<file path="src/rtl/mem_arbiter_if.sv">
// Bundle of requester-side handshakes and the memory-side bus of the two-port arbiter.
// The arbiter takes the slave view; whatever sits around it takes the master view.
interface mem_arbiter_if;
    logic        req0;
    logic        req1;
    logic        we0;
    logic        we1;
    logic [31:0] addr0;
    logic [31:0] addr1;
    logic [31:0] din0;
    logic [31:0] din1;
    logic        ack0;
    logic        ack1;
    logic        err0;
    logic        err1;
    logic [31:0] dout0;
    logic [31:0] dout1;
    logic [31:0] mem_addr;
    logic [31:0] mem_din;
    logic        mem_we;
    logic        mem_re;
    logic [31:0] mem_out;
    logic        busy;

    modport slave (
        input  req0, req1, we0, we1, addr0, addr1, din0, din1, mem_out,
        output ack0, ack1, err0, err1, dout0, dout1, mem_addr, mem_din, mem_we, mem_re, busy
    );

    modport master (
        output req0, req1, we0, we1, addr0, addr1, din0, din1, mem_out,
        input  ack0, ack1, err0, err1, dout0, dout1, mem_addr, mem_din, mem_we, mem_re, busy
    );
endinterface

</file>
<file path="src/rtl/mem_arbiter.sv">
// Two-port round-robin arbiter in front of a single-port word memory.
// Every transaction takes three cycles: grant (IDLE), memory access (ACCESS), ack (RESP).
module mem_arbiter #(
    parameter int unsigned Size = 256
) (
    input logic          clk,
    input logic          rst,
    mem_arbiter_if.slave bus
);
    typedef enum logic [1:0] {StIdle, StAccess, StResp} state_e;

    state_e      state_q;
    logic        ptr_q;
    logic        gnt_q;
    logic        we_q;
    logic        err_q;
    logic [31:0] addr_q;
    logic [31:0] din_q;
    logic        ack0_q;
    logic        ack1_q;
    logic        err0_q;
    logic        err1_q;
    logic [31:0] dout0_q;
    logic [31:0] dout1_q;

    logic        sel;
    logic [31:0] sel_addr;
    logic [31:0] rdata;

    always_comb begin
        sel      = (bus.req0 && bus.req1) ? ptr_q : bus.req1;
        sel_addr = sel ? bus.addr1 : bus.addr0;
        // Writes and rejected accesses report zero data.
        rdata    = (we_q || err_q) ? 32'd0 : bus.mem_out;
    end

    always_ff @(posedge clk) begin
        if (rst) begin
            state_q <= StIdle;
            ptr_q   <= 1'b0;
            gnt_q   <= 1'b0;
            we_q    <= 1'b0;
            err_q   <= 1'b0;
            addr_q  <= '0;
            din_q   <= '0;
            ack0_q  <= 1'b0;
            ack1_q  <= 1'b0;
            err0_q  <= 1'b0;
            err1_q  <= 1'b0;
            dout0_q <= '0;
            dout1_q <= '0;
        end else begin
            ack0_q <= 1'b0;
            ack1_q <= 1'b0;
            err0_q <= 1'b0;
            err1_q <= 1'b0;
            unique case (state_q)
                StIdle: begin
                    if (bus.req0 || bus.req1) begin
                        gnt_q   <= sel;
                        ptr_q   <= ~sel;
                        we_q    <= sel ? bus.we1 : bus.we0;
                        addr_q  <= sel_addr;
                        din_q   <= sel ? bus.din1 : bus.din0;
                        err_q   <= (sel_addr >= Size);
                        state_q <= StAccess;
                    end
                end
                StAccess: begin
                    state_q <= StResp;
                    if (gnt_q) begin
                        ack1_q  <= 1'b1;
                        err1_q  <= err_q;
                        dout1_q <= rdata;
                    end else begin
                        ack0_q  <= 1'b1;
                        err0_q  <= err_q;
                        dout0_q <= rdata;
                    end
                end
                StResp:  state_q <= StIdle;
                default: state_q <= StIdle;
            endcase
        end
    end

    // Enables are gated by rst directly so a reset edge during ACCESS never writes.
    always_comb begin
        bus.mem_addr = '0;
        bus.mem_din  = '0;
        bus.mem_we   = 1'b0;
        bus.mem_re   = 1'b0;
        if (state_q == StAccess && !err_q) begin
            bus.mem_addr = addr_q;
            bus.mem_din  = we_q ? din_q : 32'd0;
            bus.mem_we   = we_q && !rst;
            bus.mem_re   = !we_q && !rst;
        end
    end

    assign bus.ack0  = ack0_q;
    assign bus.ack1  = ack1_q;
    assign bus.err0  = err0_q;
    assign bus.err1  = err1_q;
    assign bus.dout0 = dout0_q;
    assign bus.dout1 = dout1_q;
    assign bus.busy  = (state_q != StIdle);
endmodule

</file>
<file path="src/flat_wrapper.sv">
// flat-port wrapper written by rule: the top's interface ports become plain ports
module mem_arbiter_flat 
#(
    parameter int unsigned Size = 256
)
  (clk, rst, bus_req0, bus_req1, bus_we0, bus_we1, bus_addr0, bus_addr1, bus_din0, bus_din1, bus_mem_out, bus_ack0, bus_ack1, bus_err0, bus_err1, bus_dout0, bus_dout1, bus_mem_addr, bus_mem_din, bus_mem_we, bus_mem_re, bus_busy);
  mem_arbiter_if bus_i ();
  input logic clk;
  input logic rst;
  input wire logic [$bits(bus_i.req0)-1:0] bus_req0;
  input wire logic [$bits(bus_i.req1)-1:0] bus_req1;
  input wire logic [$bits(bus_i.we0)-1:0] bus_we0;
  input wire logic [$bits(bus_i.we1)-1:0] bus_we1;
  input wire logic [$bits(bus_i.addr0)-1:0] bus_addr0;
  input wire logic [$bits(bus_i.addr1)-1:0] bus_addr1;
  input wire logic [$bits(bus_i.din0)-1:0] bus_din0;
  input wire logic [$bits(bus_i.din1)-1:0] bus_din1;
  input wire logic [$bits(bus_i.mem_out)-1:0] bus_mem_out;
  output wire logic [$bits(bus_i.ack0)-1:0] bus_ack0;
  output wire logic [$bits(bus_i.ack1)-1:0] bus_ack1;
  output wire logic [$bits(bus_i.err0)-1:0] bus_err0;
  output wire logic [$bits(bus_i.err1)-1:0] bus_err1;
  output wire logic [$bits(bus_i.dout0)-1:0] bus_dout0;
  output wire logic [$bits(bus_i.dout1)-1:0] bus_dout1;
  output wire logic [$bits(bus_i.mem_addr)-1:0] bus_mem_addr;
  output wire logic [$bits(bus_i.mem_din)-1:0] bus_mem_din;
  output wire logic [$bits(bus_i.mem_we)-1:0] bus_mem_we;
  output wire logic [$bits(bus_i.mem_re)-1:0] bus_mem_re;
  output wire logic [$bits(bus_i.busy)-1:0] bus_busy;
  assign bus_i.req0 = bus_req0;
  assign bus_i.req1 = bus_req1;
  assign bus_i.we0 = bus_we0;
  assign bus_i.we1 = bus_we1;
  assign bus_i.addr0 = bus_addr0;
  assign bus_i.addr1 = bus_addr1;
  assign bus_i.din0 = bus_din0;
  assign bus_i.din1 = bus_din1;
  assign bus_i.mem_out = bus_mem_out;
  assign bus_ack0 = bus_i.ack0;
  assign bus_ack1 = bus_i.ack1;
  assign bus_err0 = bus_i.err0;
  assign bus_err1 = bus_i.err1;
  assign bus_dout0 = bus_i.dout0;
  assign bus_dout1 = bus_i.dout1;
  assign bus_mem_addr = bus_i.mem_addr;
  assign bus_mem_din = bus_i.mem_din;
  assign bus_mem_we = bus_i.mem_we;
  assign bus_mem_re = bus_i.mem_re;
  assign bus_busy = bus_i.busy;
  mem_arbiter #(.Size(Size)) u_core (.clk(clk), .rst(rst), .bus(bus_i));
endmodule
</file>
<file path="config.mk">
export PLATFORM = sky130hd
export DESIGN_NAME = mem_arbiter_flat
export DESIGN_NICKNAME = d
export VERILOG_FILES = /design/src/rtl/mem_arbiter_if.sv /design/src/rtl/mem_arbiter.sv /design/src/flat_wrapper.sv
export SDC_FILE = /design/constraint.sdc
export NUM_CORES = 1
export LEC_CHECK = 0
export BUFFER_PORTS_ARGS = -buffer_cell sky130_fd_sc_hd__buf_4
export CAP_MARGIN = 20
export CORE_ASPECT_RATIO = 1.4
export CORE_UTILIZATION = 40
export DETAILED_ROUTE_END_ITERATION = 8
export GPL_TIMING_DRIVEN = 0
export MAX_ROUTING_LAYER = met4
export PLACE_DENSITY = 0.74
export SYNTH_ARGS = -nofsm -noshare
export SYNTH_HDL_FRONTEND = slang
export SYNTH_SLANG_ARGS = --single-unit
export TNS_END_PERCENT = 1
</file>
<file path="constraint.sdc">
create_clock -name clk -period 1.3 [get_ports clk]
set_input_delay 0.065 -clock clk [delete_from_list [all_inputs] [get_ports clk]]
set_output_delay 0.065 -clock clk [all_outputs]
set_load 0.005 [all_outputs]
</file>
==> flow_metrics.env <==
export IMPL_start_util=0.412
export IMPL_num_rows=53
export IMPL_clk_pin_slew_ns=0.06
export IMPL_synthesis_area_sq_um=6200
export IMPL_ios=301
export IMPL_startpoint="u_core.state_q[1]"
export IMPL_cts_buffer_depth=2
export IMPL_io_buffers=299
export IMPL_grt_overflow_total=0
export IMPL_cts_tree="done"
export IMPL_grt_pass1_wl_um=32600
export IMPL_grt_antenna_before_repair=0
export IMPL_ant_nets=0
export IMPL_hold_viol=0
export IMPL_place_area_sq_um=8700
export IMPL_htree_levels=4
export IMPL_synthTopCellsByArea="dfxtp_1 (45%), mux2i_1 (11%), a211oi_2 (5.7%)"
export IMPL_fin_area_sq_um=10100
export IMPL_finClkSkew_ns=0.0183
export IMPL_cts_sinks=138
export IMPL_fmaxAchievable_mhz=597
export IMPL_die_h_um=149
export IMPL_place_congestion=0.819
export IMPL_critPathMaxFanout=10
export IMPL_min_period_over_period=1.29
export IMPL_dr_pass1_iters=4
export IMPL_vias=6572
export IMPL_cts_buffers=17
export IMPL_holdWs_ns=0.00439
export IMPL_ys_warn_count=0
export IMPL_power_mw=12.1
export IMPL_slew_headroom=0.519
export IMPL_syn2layout_area_growth_pct=63.1
export IMPL_drc=0
export IMPL_fillers=1246
export IMPL_ir_drop_v=0.000674
export IMPL_worstPathArrival_ns=1.61
export IMPL_timing_rr_end="u_core.din_q[6]"
export IMPL_fp_dieW_um=107
export IMPL_maxCapViolations=0
export IMPL_start_kind="flop"
export IMPL_tightestPinTransition_ns=0.721
export IMPL_r2r_cells=7
export IMPL_netlist_cell_type_count=28
export IMPL_syn_nets=874
export IMPL_reg2reg_setup_slack_ns=-0.32
export IMPL_yosys_register_bits=138
export IMPL_syn_area_per_cell_sq_um=8.76
export IMPL_synth_top_area_frac=0.446
export IMPL_slew_violations=0
export IMPL_finalWorstSetupSlack_ns=-0.376
export IMPL_fin_nets=1240
export IMPL_setup_tns_ns=-42.05
export IMPL_p_leak_nw=4.65
export IMPL_drt_wl_total_um=21500
export IMPL_synth_area_leader_cell="dfxtp_1"
export IMPL_wl_per_cell_um=16.8
export IMPL_syn_instance_count=708
export IMPL_die_area_sq_um=16000
export IMPL_r2r_start="u_core.ptr_q"
export IMPL_groute_usage_overall=0.271
export IMPL_drtIter0Drc=254
export IMPL_clk_latency_ns=0.42
export IMPL_num_antenna_cells=0
export IMPL_grt_pass1_vias=6581
export IMPL_p_per_area_nw_per_um2=1200
export IMPL_finalSetupViolations=195
export IMPL_crit_type="flop to primary output"
export IMPL_rsz0062_at_grt="yes"
export IMPL_core_sq_um=15100
export IMPL_required_ns=1.24
export IMPL_cts_root_buf="clkbuf_16"
export IMPL_outcome="complete, but fails checks"
export IMPL_vias_per_cell=5.14
export IMPL_finalCriticalPeriod_ns=1.68
export IMPL_worstHoldPathCells=3
export IMPL_hold_class="primary input to flop"
export IMPL_dp_hpwl_um=15800
export IMPL_cp_end_kind="primary output"
export IMPL_layout_drive_gt1_share=0.415
export IMPL_yosysSeqAreaShare=0.446
export IMPL_violations="negative setup slack"
export IMPL_grt_max_degree=17
export IMPL_critPathCapture="bus_mem_addr[7]"
==> timing repair <==
action / in CTS / in global routing
hold endpoints to repair: 73 / 0
setup buffers: 1 / 0
pin swaps: 2 / 1
gates resized for setup: 70 / 43
hold buffers: 47 / 0
setup endpoints to repair: 203 / 203
gates cloned: 0 / 1
==> power breakdown <==
part | switching [mW] | total [mW] | internal [mW]
clock network | 2.00 | 4.93 | 2.93
logic | 1.22 | 2.48 | 1.26
registers | 0.163 | 4.71 | 4.55
==> logic make-up (layout without fill, tap and decap cells) <==
logic type / count (synthesis) / in the layout / share of synthesized area
and+or+nand+nor: 299 / 299 / 0.231
DFF: 138 / 138 / 0.446
AOI/OAI and AO/OA: 134 / 134 / 0.159
buffers and inverters: 71 / 450 / 0.0583
muxes: 66 / 66 / 0.107
==> cell type report <==
type / instances / area, sq um / area share
Clock buffer: 19 / 443 / 0.0438
Buffer: 68 / 544 / 0.0538
Sequential cell: 138 / 2770 / 0.274
Timing Repair Buffer: 348 / 2750 / 0.272
Clock inverter: 13 / 154 / 0.0152
Tap cell: 192 / 240 / 0.0238
Inverter: 2 / 7.51 / 0.000742
Multi-Input combinational cell: 499 / 3210 / 0.317
==> critical path: stages, from the launching register on <==
cell and delay [ns]:
dfxtp_1 0.31, nand2b_4 0.17, nor2_4 0.13, buf_12 0.16, clkbuf_8 0.16, and2_1 0.15, buf_4 0.11
==> metal layers <==
metal	track usage	wire length [um]	part of all wire
met5	-	0	0
met4	0.131	831	0.039
met2	0.493	11500	0.54
met3	0.0467	970	0.045
met1	0.278	8160	0.38
==> cells in the mapped netlist, drive strengths merged <==
cell type,number
a211oi,65
a21oi,65
a31oi,1
and2,32
and3,32
buf,30
clkbuf,39
dfxtp,138
inv,2
mux2i,66
nand2,66
nand2b,4
nand3,66
nor2,80
nor2b,1
nor3,2
nor4,12
o2111ai,1
o21bai,1
o31ai,1
or2,3
or4,1
==> through the flow <==
stage                     setup WS [ns]  std cells  utilization
after floorplan                 -0.0638        708            -
after global placement           -0.469       1199        0.578
after detailed placement         -0.435       1199        0.578
after CTS                        -0.405       1278        0.664
after global routing             -0.431       1279        0.672
final                            -0.376       1279        0.672
==> flip-flops by register name (all words and copies together), names as in the netlist, 2 cells and up <==
| register | cells |
|---|---|
| u_core.bus.dout1 | 32 |
| u_core.state_q | 2 |
| u_core.addr_q | 32 |
| u_core.din_q | 32 |
| u_core.bus.dout0 | 32 |
==> worst min-delay path by stage <==
stage	start	to	slack, ns
2_1_floorplan	bus_mem_out[0]	u_core.bus.dout0[0]	0.21
3_3_place_gp	bus_mem_out[30]	u_core.bus.dout1[30]	0.34
3_5_place_dp	bus_mem_out[26]	u_core.bus.dout0[26]	0.34
4_1_cts	bus_addr0[0]	u_core.addr_q[0]	0.001
5_1_grt	bus_din0[18]	u_core.din_q[18]	0.02
6_report	bus_addr1[7]	u_core.addr_q[7]	0.004
==> placed cells by master (no fill, tap or decap), drive strengths merged, types with 2 or more instances in the layout <==
cell type      n
dfxtp        138
clkinvlp       2
or2            3
nor3           2
nand3         66
and2          32
a211oi        65
buf          338
dlygate4sd3   47
nor2          80
bufinv         2
nand2b         4
clkbuf        50
nor4          12
inv           10
a21oi         65
mux2i         66
nand2         66
and3          32
Note: power is estimated with default switching activity, not from simulation.
